File: src/rtl/ct_spsram_512x96_ctrl_if.sv
// Request/response bundle between the requester and the SRAM access controller.
// master = requester side, slave = controller side.
interface ct_spsram_512x96_ctrl_if #(
  parameter int ADDR_WIDTH = 9,
  parameter int DATA_WIDTH = 96
);
  logic                  req_vld;
  logic                  req_rdy;
  logic                  req_wr;
  logic [ADDR_WIDTH-1:0] req_addr;
  logic [DATA_WIDTH-1:0] req_wdata;
  logic [DATA_WIDTH-1:0] req_wmask;
  logic                  rsp_vld;
  logic                  rsp_rdy;
  logic [DATA_WIDTH-1:0] rsp_rdata;

  modport master (
    output req_vld, req_wr, req_addr,
    output req_wdata, req_wmask, rsp_rdy,
    input  req_rdy, rsp_vld, rsp_rdata
  );

  modport slave (
    input  req_vld, req_wr, req_addr,
    input  req_wdata, req_wmask, rsp_rdy,
    output req_rdy, rsp_vld, rsp_rdata
  );
endinterface

File: src/rtl/ct_spsram_512x96_ctrl.sv
// 512x96 single-port SRAM access controller with 2-entry read response FIFO.
// Define CT_SPSRAM_CTRL_INIT_EN to zero-fill the array after every reset.
module ct_spsram_512x96_ctrl #(
  parameter int ADDR_WIDTH = 9,
  parameter int DATA_WIDTH = 96,
  parameter int DEPTH      = 512
) (
  input  logic                  forever_cpuclk,
  input  logic                  cpurst_b,
  ct_spsram_512x96_ctrl_if.slave bus,
  output logic                  init_done,
  output logic                  sram_cen,
  output logic                  sram_gwen,
  output logic [DATA_WIDTH-1:0] sram_wen,
  output logic [ADDR_WIDTH-1:0] sram_a,
  output logic [DATA_WIDTH-1:0] sram_d,
  input  logic [DATA_WIDTH-1:0] sram_q
);

  logic                  run;
  logic                  init_act;
  logic [ADDR_WIDTH-1:0] init_a;

`ifdef CT_SPSRAM_CTRL_INIT_EN
  typedef enum logic {S_INIT, S_RUN} state_e;

  state_e                state_q, state_d;
  logic [ADDR_WIDTH-1:0] icnt_q, icnt_d;

  always_ff @(posedge forever_cpuclk) begin
    if (!cpurst_b) begin
      state_q <= S_INIT;
      icnt_q  <= '0;
    end else begin
      state_q <= state_d;
      icnt_q  <= icnt_d;
    end
  end

  always_comb begin
    state_d = state_q;
    icnt_d  = icnt_q;
    if (state_q == S_INIT) begin
      icnt_d = icnt_q + ADDR_WIDTH'(1);
      if (icnt_q == ADDR_WIDTH'(DEPTH - 1))
        state_d = S_RUN;
    end
  end

  assign run       = (state_q == S_RUN);
  assign init_act  = (state_q == S_INIT) && cpurst_b;
  assign init_a    = icnt_q;
  assign init_done = run;
`else
  assign run       = 1'b1;
  assign init_act  = 1'b0;
  assign init_a    = '0;
  assign init_done = 1'b1;
`endif

  logic                  rd_pend_q, rd_pend_d;
  logic [1:0]            cnt_q, cnt_d;
  logic                  wp_q, wp_d;
  logic                  rp_q, rp_d;
  logic [DATA_WIDTH-1:0] fifo_q [2];

  logic                  rdy;
  logic                  rsp_vld;
  logic                  push, pop, rd_acc;
  logic [2:0]            occ;

  assign rsp_vld       = (cnt_q != 2'd0);
  assign pop           = rsp_vld && bus.rsp_rdy;
  assign push          = rd_pend_q;
  assign rd_acc        = bus.req_vld && rdy && !bus.req_wr;
  assign bus.req_rdy   = rdy;
  assign bus.rsp_vld   = rsp_vld;
  assign bus.rsp_rdata = fifo_q[rp_q];

  // Slots committed after this cycle; rsp_rdy feeds req_rdy on purpose.
  assign occ = {1'b0, cnt_q} + {2'b0, rd_pend_q} - {2'b0, pop};

  always_comb begin
    rdy       = 1'b0;
    sram_cen  = 1'b1;
    sram_gwen = 1'b1;
    sram_wen  = '1;
    sram_a    = bus.req_addr;
    sram_d    = bus.req_wdata;
    if (init_act) begin
      sram_cen  = 1'b0;
      sram_gwen = 1'b0;
      sram_wen  = '0;
      sram_a    = init_a;
      sram_d    = '0;
    end else if (run && cpurst_b) begin
      rdy = bus.req_wr || (occ < 3'd2);
      if (bus.req_vld && rdy) begin
        sram_cen  = 1'b0;
        sram_gwen = ~bus.req_wr;
        sram_wen  = bus.req_wr ? ~bus.req_wmask : '1;
      end
    end
  end

  always_comb begin
    rd_pend_d = rd_acc;
    wp_d      = wp_q ^ push;
    rp_d      = rp_q ^ pop;
    cnt_d     = cnt_q;
    if (push && !pop)
      cnt_d = cnt_q + 2'd1;
    else if (!push && pop)
      cnt_d = cnt_q - 2'd1;
  end

  always_ff @(posedge forever_cpuclk) begin
    if (!cpurst_b) begin
      rd_pend_q <= 1'b0;
      cnt_q     <= 2'd0;
      wp_q      <= 1'b0;
      rp_q      <= 1'b0;
      fifo_q[0] <= '0;
      fifo_q[1] <= '0;
    end else begin
      rd_pend_q <= rd_pend_d;
      cnt_q     <= cnt_d;
      wp_q      <= wp_d;
      rp_q      <= rp_d;
      if (push)
        fifo_q[wp_q] <= sram_q;
    end
  end

  always_ff @(posedge forever_cpuclk) begin
    if (cpurst_b) begin
      assert (!(pop && cnt_q == 2'd0));
      assert (!(push && !pop && cnt_q == 2'd2));
      assert (DEPTH == (1 << ADDR_WIDTH));
    end
  end

endmodule

File: src/flat_wrapper.sv
// flat-port wrapper written by rule: the top's interface ports become plain ports
module ct_spsram_512x96_ctrl_flat 
#(
  parameter int ADDR_WIDTH = 9,
  parameter int DATA_WIDTH = 96,
  parameter int DEPTH      = 512
)
  (forever_cpuclk, cpurst_b, init_done, sram_cen, sram_gwen, sram_wen, sram_a, sram_d, sram_q, bus_req_vld, bus_req_wr, bus_req_addr, bus_req_wdata, bus_req_wmask, bus_rsp_rdy, bus_req_rdy, bus_rsp_vld, bus_rsp_rdata);
  ct_spsram_512x96_ctrl_if #(.ADDR_WIDTH(ADDR_WIDTH), .DATA_WIDTH(DATA_WIDTH)) bus_i ();
  input  logic forever_cpuclk;
  input  logic cpurst_b;
  output logic init_done;
  output logic sram_cen;
  output logic sram_gwen;
  output logic [DATA_WIDTH-1:0] sram_wen;
  output logic [ADDR_WIDTH-1:0] sram_a;
  output logic [DATA_WIDTH-1:0] sram_d;
  input  logic [DATA_WIDTH-1:0] sram_q;
  input wire logic [$bits(bus_i.req_vld)-1:0] bus_req_vld;
  input wire logic [$bits(bus_i.req_wr)-1:0] bus_req_wr;
  input wire logic [$bits(bus_i.req_addr)-1:0] bus_req_addr;
  input wire logic [$bits(bus_i.req_wdata)-1:0] bus_req_wdata;
  input wire logic [$bits(bus_i.req_wmask)-1:0] bus_req_wmask;
  input wire logic [$bits(bus_i.rsp_rdy)-1:0] bus_rsp_rdy;
  output wire logic [$bits(bus_i.req_rdy)-1:0] bus_req_rdy;
  output wire logic [$bits(bus_i.rsp_vld)-1:0] bus_rsp_vld;
  output wire logic [$bits(bus_i.rsp_rdata)-1:0] bus_rsp_rdata;
  assign bus_i.req_vld = bus_req_vld;
  assign bus_i.req_wr = bus_req_wr;
  assign bus_i.req_addr = bus_req_addr;
  assign bus_i.req_wdata = bus_req_wdata;
  assign bus_i.req_wmask = bus_req_wmask;
  assign bus_i.rsp_rdy = bus_rsp_rdy;
  assign bus_req_rdy = bus_i.req_rdy;
  assign bus_rsp_vld = bus_i.rsp_vld;
  assign bus_rsp_rdata = bus_i.rsp_rdata;
  ct_spsram_512x96_ctrl #(.ADDR_WIDTH(ADDR_WIDTH), .DATA_WIDTH(DATA_WIDTH), .DEPTH(DEPTH)) u_core (.forever_cpuclk(forever_cpuclk), .cpurst_b(cpurst_b), .bus(bus_i), .init_done(init_done), .sram_cen(sram_cen), .sram_gwen(sram_gwen), .sram_wen(sram_wen), .sram_a(sram_a), .sram_d(sram_d), .sram_q(sram_q));
endmodule
File: config.mk
export PLATFORM = sky130hd
export DESIGN_NAME = ct_spsram_512x96_ctrl_flat
export DESIGN_NICKNAME = d
export VERILOG_FILES = /design/src/rtl/ct_spsram_512x96_ctrl_if.sv /design/src/rtl/ct_spsram_512x96_ctrl.sv /design/src/flat_wrapper.sv
export SDC_FILE = /design/constraint.sdc
export NUM_CORES = 1
export LEC_CHECK = 0
export CAP_MARGIN = 20
export CORE_AREA = 2 2 233 235
export CTS_CLUSTER_DIAMETER = 50
export DETAILED_ROUTE_END_ITERATION = 8
export DIE_AREA = 0 0 235 237
export HOLD_SLACK_MARGIN = 0.12
export MAX_ROUTING_LAYER = met4
export PLACE_DENSITY = 0.54
export SETUP_SLACK_MARGIN = 0.02
export SYNTH_ARGS = -nofsm -noshare
export SYNTH_HDL_FRONTEND = slang
export SYNTH_SLANG_ARGS = --single-unit
File: constraint.sdc
create_clock -name forever_cpuclk -period 10 [get_ports forever_cpuclk]
set_input_delay 3 -clock forever_cpuclk [delete_from_list [all_inputs] [get_ports forever_cpuclk]]
set_output_delay 3 -clock forever_cpuclk [all_outputs]
set_load 0.005 [all_outputs]
=== Word-level counts from Yosys, hierarchy flattened ===
Memory sizes are Yosys's and may differ from the RTL's. A register that Yosys moved wholly into a read port is not among the register bits.
Index checks and enable logic that the tools add are counted.

* Add/subtract/negate cells: 4
* $mul: 0
* Divide/modulo/power cells: 0
* $lt $le $gt $ge: 1
* Eq/ne operators: 0
* Shifts and indexed selects: 0
* Mux-type cells: 18
* Bitwise gates (word level): 4
* Reductions and logical operators: 13

{| class="wikitable"
|+ Operators with widths
! cell !! number
|-
| $mux 96 || 4
|-
| $not 96->96 || 1
|-
| $reduce_or 96->1 || 1
|-
| $mux 1 || 12
|-
| $logic_and 1x1->1 || 6
|-
| $mux 2 || 2
|-
| $reduce_bool 2->1 || 2
|-
| $add 2x1->3 || 1
|-
| $logic_not 1->1 || 3
|-
| $lt 3x2->1 const B || 1
|-
| $sub 3x1->3 || 1
|-
| $add 2x1->2 const B || 1
|-
| $sub 2x1->2 const B || 1
|-
| $xor 1x1->1 || 2
|-
| $logic_or 1x1->1 || 1
|-
| $not 1->1 || 1
|}

* Register bits after elaboration: 5
* Latch bits: 0
* Bits in writable memories: 192
* Memory bits (read-only): 0
* Input bits: 302
* Output and inout port bits: 302
* Logic and storage cells: 45
* Memories kept: 1

{| class="wikitable"
|+ Memories
! name !! depth !! width !! rd ports !! clocked after memory_dff !! write ports !! RTL line !! RTL
|-
| u_core.fifo_q || 2 || 96 || 1 || 1 || 2 || ct_spsram_512x96_ctrl.sv:65 || <nowiki>logic [DATA_WIDTH-1:0] fifo_q [2];</nowiki>
|}

=== Longest topological paths before layout ===
* Depth in word-level cells: 8
* Gate-level depth with buffers: 8
* Gate-level depth less buffers: 8

=== Worst setup path after synthesis ===
No wires, ideal clock.

* Kind: register to register
* From: register u_core.rd_pend_q (netlist: u_core.push)
* To: memory u_core.fifo_q[0][0] (enable)
* Setup time: 683 ps
* Data arrival time: 7,191 ps
* Data required time: 9,317 ps
* Setup slack: 2,126 ps
* Cell stages (with the launch flop): 3
* Buffers on the path: 0
* Period minus slack after synthesis: 7,874 ps
* Cell sequence: dfxtp_1 inv_1 o21ai_0

{| class="wikitable"
|+ RTL lines
! item !! RTL line !! RTL
|-
| start, declared || ct_spsram_512x96_ctrl.sv:61 || <nowiki>logic rd_pend_q, rd_pend_d;</nowiki>
|-
| start signal, assigned || ct_spsram_512x96_ctrl.sv:126 || <nowiki>rd_pend_q <= rd_pend_d;</nowiki>
|-
| end, declared || ct_spsram_512x96_ctrl.sv:65 ||
|}

=== Worst setup path after layout ===
* From: input bus_rsp_rdy
* To: output bus_req_rdy

* Longest elaborated chain between the ends: 5

{| class="wikitable"
|+ RTL lines
! item !! RTL line !! RTL
|-
| start, declared || flat_wrapper.sv:24 || <nowiki>input wire logic [$bits(bus_i.rsp_rdy)-1:0] bus_rsp_rdy;</nowiki>
|-
| $logic_and 1x1->1 || ct_spsram_512x96_ctrl.sv:73 || <nowiki>assign pop = rsp_vld && bus.rsp_rdy;</nowiki>
|-
| $sub 3x1->3 || ct_spsram_512x96_ctrl.sv:81 || <nowiki>assign occ = {1'b0, cnt_q} + {2'b0, rd_pend_q} - {2'b0, pop};</nowiki>
|-
| $lt 3x2->1 || ct_spsram_512x96_ctrl.sv:97 || <nowiki>rdy = bus.req_wr || (occ < 3'd2);</nowiki>
|-
| $logic_or 1x1->1 || ct_spsram_512x96_ctrl.sv:97 ||
|-
| $mux 1 || ct_spsram_512x96_ctrl.sv:96 || <nowiki>end else if (run && cpurst_b) begin</nowiki>
|-
| end, declared || flat_wrapper.sv:25 || <nowiki>output wire logic [$bits(bus_i.req_rdy)-1:0] bus_req_rdy;</nowiki>
|}

Every way passes these cells.

==> results.md <==
* Status: complete, no violations
* DP HPWL at 47160 um
* Worst Hold Class: flip-flop to flip-flop
* Final setup fails at 0
* Initial antenna violation count at 6
* Leading post-synthesis cells by cell area: edfxtp_1 58%, and2_1 12%, mux2_2 11%, buf_4 8.2%, nand2_1 3.8%
* Main flop type after synthesis: edfxtp_1
* Unrepaired setup endpoints after global routing: no
* Crit Reg-Reg Startpoint: u_core.push$_SDFF_PN0_
* Mean number of vias per cell at approximately 3.9
* Grt ovf at 0
* TritonCTS clock tree: done
* R2R Setup Slk at around 7.3 ns
* Reg2reg path depth at 4
* Largest net degree at the start of global routing at 97
* Skew final at 0.01280 ns
* Site Rows at 85
* Hold depth at 2
* Total track usage at 20.10%
* Max Slew Vio Count at 0
* Synth Warn # at 0
* Total CTS buffers at 17
* H-tree Lvls at 4
* Path type of the worst setup path: input pin to primary output
* Postcts setup bufs at 0
* Area leader, netlist: edfxtp_1
* Top-area cell type share of the netlist area at approximately three fifths
* Clk sinks at 198
* Crit path buffers/inverters at 3
* Ports at 604
* Syn Nets at ~1100
* Slowest-stage cell, CP: clkdlybuf4s50_1
* Core footprint at 53280 um2
* I/O Buffers at between 300 and 400
* Yosys cell types at 26
* CP arrival at between 5 and 6 ns
* Starting density of the core at 18.51%
* First-pass GRT wire length at 71110 um
* Average wire per cell in the routed design at 31.86 um
* Biggest cell delay along the critical path at 0.66 ns
* Final Instance Count excl. Fillers at 1749
* Worst-path fanout max at 3
* Initial DRC count at 306
* Reg2reg end: u_core.fifo_q[0][26]$_SDFFCE_PN0P_
* Top cells by count, synth: 196 x and2_1, 192 x edfxtp_1, 108 x buf_4
* Total Wirelength at 55720 um
* Tcrit/Tclk final at 85.97%
* Share of layout cells above drive strength 1 at 13.43%
* Root Buffer Master: clkbuf_16
* Resized cells post-CTS at 0
* Mapped Cells at 769
* Hold Startpoint: u_core.cnt_q[1]$_SDFFE_PN0P_
* Vias at between 6000 and 7000
* CP required at 7.00 ns
* Die Area at 55700 um2
* Critical path launch point type: input pin
* Post-DRT Antenna Nets at 0
* Cell Pwr Density at 177.4 nW/um2
* DR pass1 iterations at 5
* Peak Freq at 0.1163 GHz
* Crit. End Element: primary output
* Slew @ Worst Pin at 1.054 ns
* FFs w/ async S/R, synth at 0%
* Crit path max-delay family: buffers and inverters
* Hold Path End: u_core.cnt_q[1]$_SDFFE_PN0P_
* Fin crit period at 8.597 ns
* Avg Cell Area, Syn at 12.83 um2
* Sequential fraction of the synthesis area at 59.67%
* Number of cells after detailed placement at 1714
* Vias in the first global route at 7090
* Final net count at 1342
* Chip width at 235 um
* Hold Vio Cnt, Final at 0
* Peak supply drop at 0.1130 mV
* # hold bufs at CTS at 0
* Post-synth design cell area at 9864 um2
* Insertion delay to the later sink of the worst-skew pair at 0.46 ns
* Number of flops mapped to enable cells by yosys at 192
* Slew headroom at 29.71%
* Longest Clk Path Bufs at 2
* Count leader, synth: and2_1
* FF+latch count, synth at 198
* Clk pin slew, worst setup/hold paths at approximately 0.07 ns
* Crit path cell chain: clkdlybuf4s50_1, o21ai_1, inv_1, ha_1, nor2_1, fa_1, nor2_1, o21a_1, clkdlybuf4s50_1
* Area Overhead vs Synth at 44.55%
* Max Cap Viol at 0
* Leakage power total at 0.005096 uW
* Die height at around 240 um
* DRC Markers at 0
* GPL Wtd Cong at 1.031
* Setup TNS at 0 ns
==> per-layer routing <==
layer / GRT usage [%] / share of wire (%)
met2: 35.56 / 52
met1: 19.34 / 34
met4: 6.176 / 3.1
met3: 9.548 / 11
met5: - / 0
==> state kept, by name, indices dropped and copies added (netlist names), named ones only <==
register / flops
u_core.fifo_q: 192
u_core.wp_q: 1
u_core.cnt_q: 2
u_core.rp_q: 1
u_core.push: 1
==> per-stage QoR <==
step / power (uW) / hold WS, ns / utilization [%] / setup slack [ns] / instance area (um2)
3_3_place_gp: 1845 / 0.5543 / 25.61 / 1.295 / 13640
6_report: 2530 / 0.5727 / 26.76 / 1.403 / 14260
4_1_cts: 2573 / 0.5790 / 26.75 / 1.324 / 14250
3_5_place_dp: 1846 / 0.5565 / 25.61 / 1.348 / 13640
2_1_floorplan: 1424 / 0.5016 / - / 2.126 / 9864
5_1_grt: 2639 / 0.6221 / 26.76 / 1.149 / 14260
==> where the power goes <==
part | internal [uW] | switching [uW]
Combinational | 440 | 318
Clock | 361 | 357
Sequential | 1010 | 43.3
==> worst max path at each step <==
stage                                 from  cells past startpoint  slack (ns)                           endpoint
finish                         bus_rsp_rdy                      9        1.40                        bus_req_rdy
global route                   bus_rsp_rdy                      9        1.15                        bus_req_rdy
CTS                            bus_rsp_rdy                      9        1.32                        bus_req_rdy
detailed placement             bus_rsp_rdy                      9        1.35                        bus_req_rdy
global placement               bus_rsp_rdy                      9        1.29                        bus_req_rdy
floorplan           u_core.push$_SDFF_PN0_                      2        2.13  u_core.fifo_q[0][0]$_SDFFCE_PN0P_
==> layout make-up <==
type,count,area (um2)
fill,5544,39020
sequential,198,5889
timing repair buffer,399,3976
multi-input combinational,415,2885
tap,696,870.8
clock buffer,17,425.4
clock inverter,15,181.4
inverter,6,22.52
antenna,3,7.507
==> worst reg2reg max path, cell delays in order, from the launching register on <==
cell     delay, ns
dfxtp_1       0.46
inv_1         0.13
o21ai_4       0.44
buf_4         0.39
buf_4         0.76
==> cell usage in the layout (no fill, tap or decap), types with 3 or more instances in the layout <==
| master | instances |
|---|---|
| clkdlybuf4s50_1 | 392 |
| and2_1 | 196 |
| edfxtp_1 | 192 |
| nand2_1 | 100 |
| mux2_2 | 96 |
| clkbuf_16 | 17 |
| buf_4 | 7 |
| inv_1 | 6 |
| dfxtp_1 | 5 |
| inv_8 | 4 |
| clkinv_4 | 4 |
| diode_2 | 3 |
| xnor2_1 | 3 |
==> cells by family after synthesis <==
| kind of cell | after synthesis | share of synthesized area (%) |
|---|---|---|
| buffers and inverters | 156 | 11.34 |
| and+or+nand+nor | 304 | 16.72 |
| DFF | 198 | 59.67 |
| other | 1 | 0.03802 |
| xor gates and xnor gates | 5 | 0.4440 |
| muxes | 96 | 10.96 |
| adders and majority gates | 3 | 0.4566 |
| AOI/OAI and AO/OA | 6 | 0.3806 |
Power figures use the tool's default switching activity.
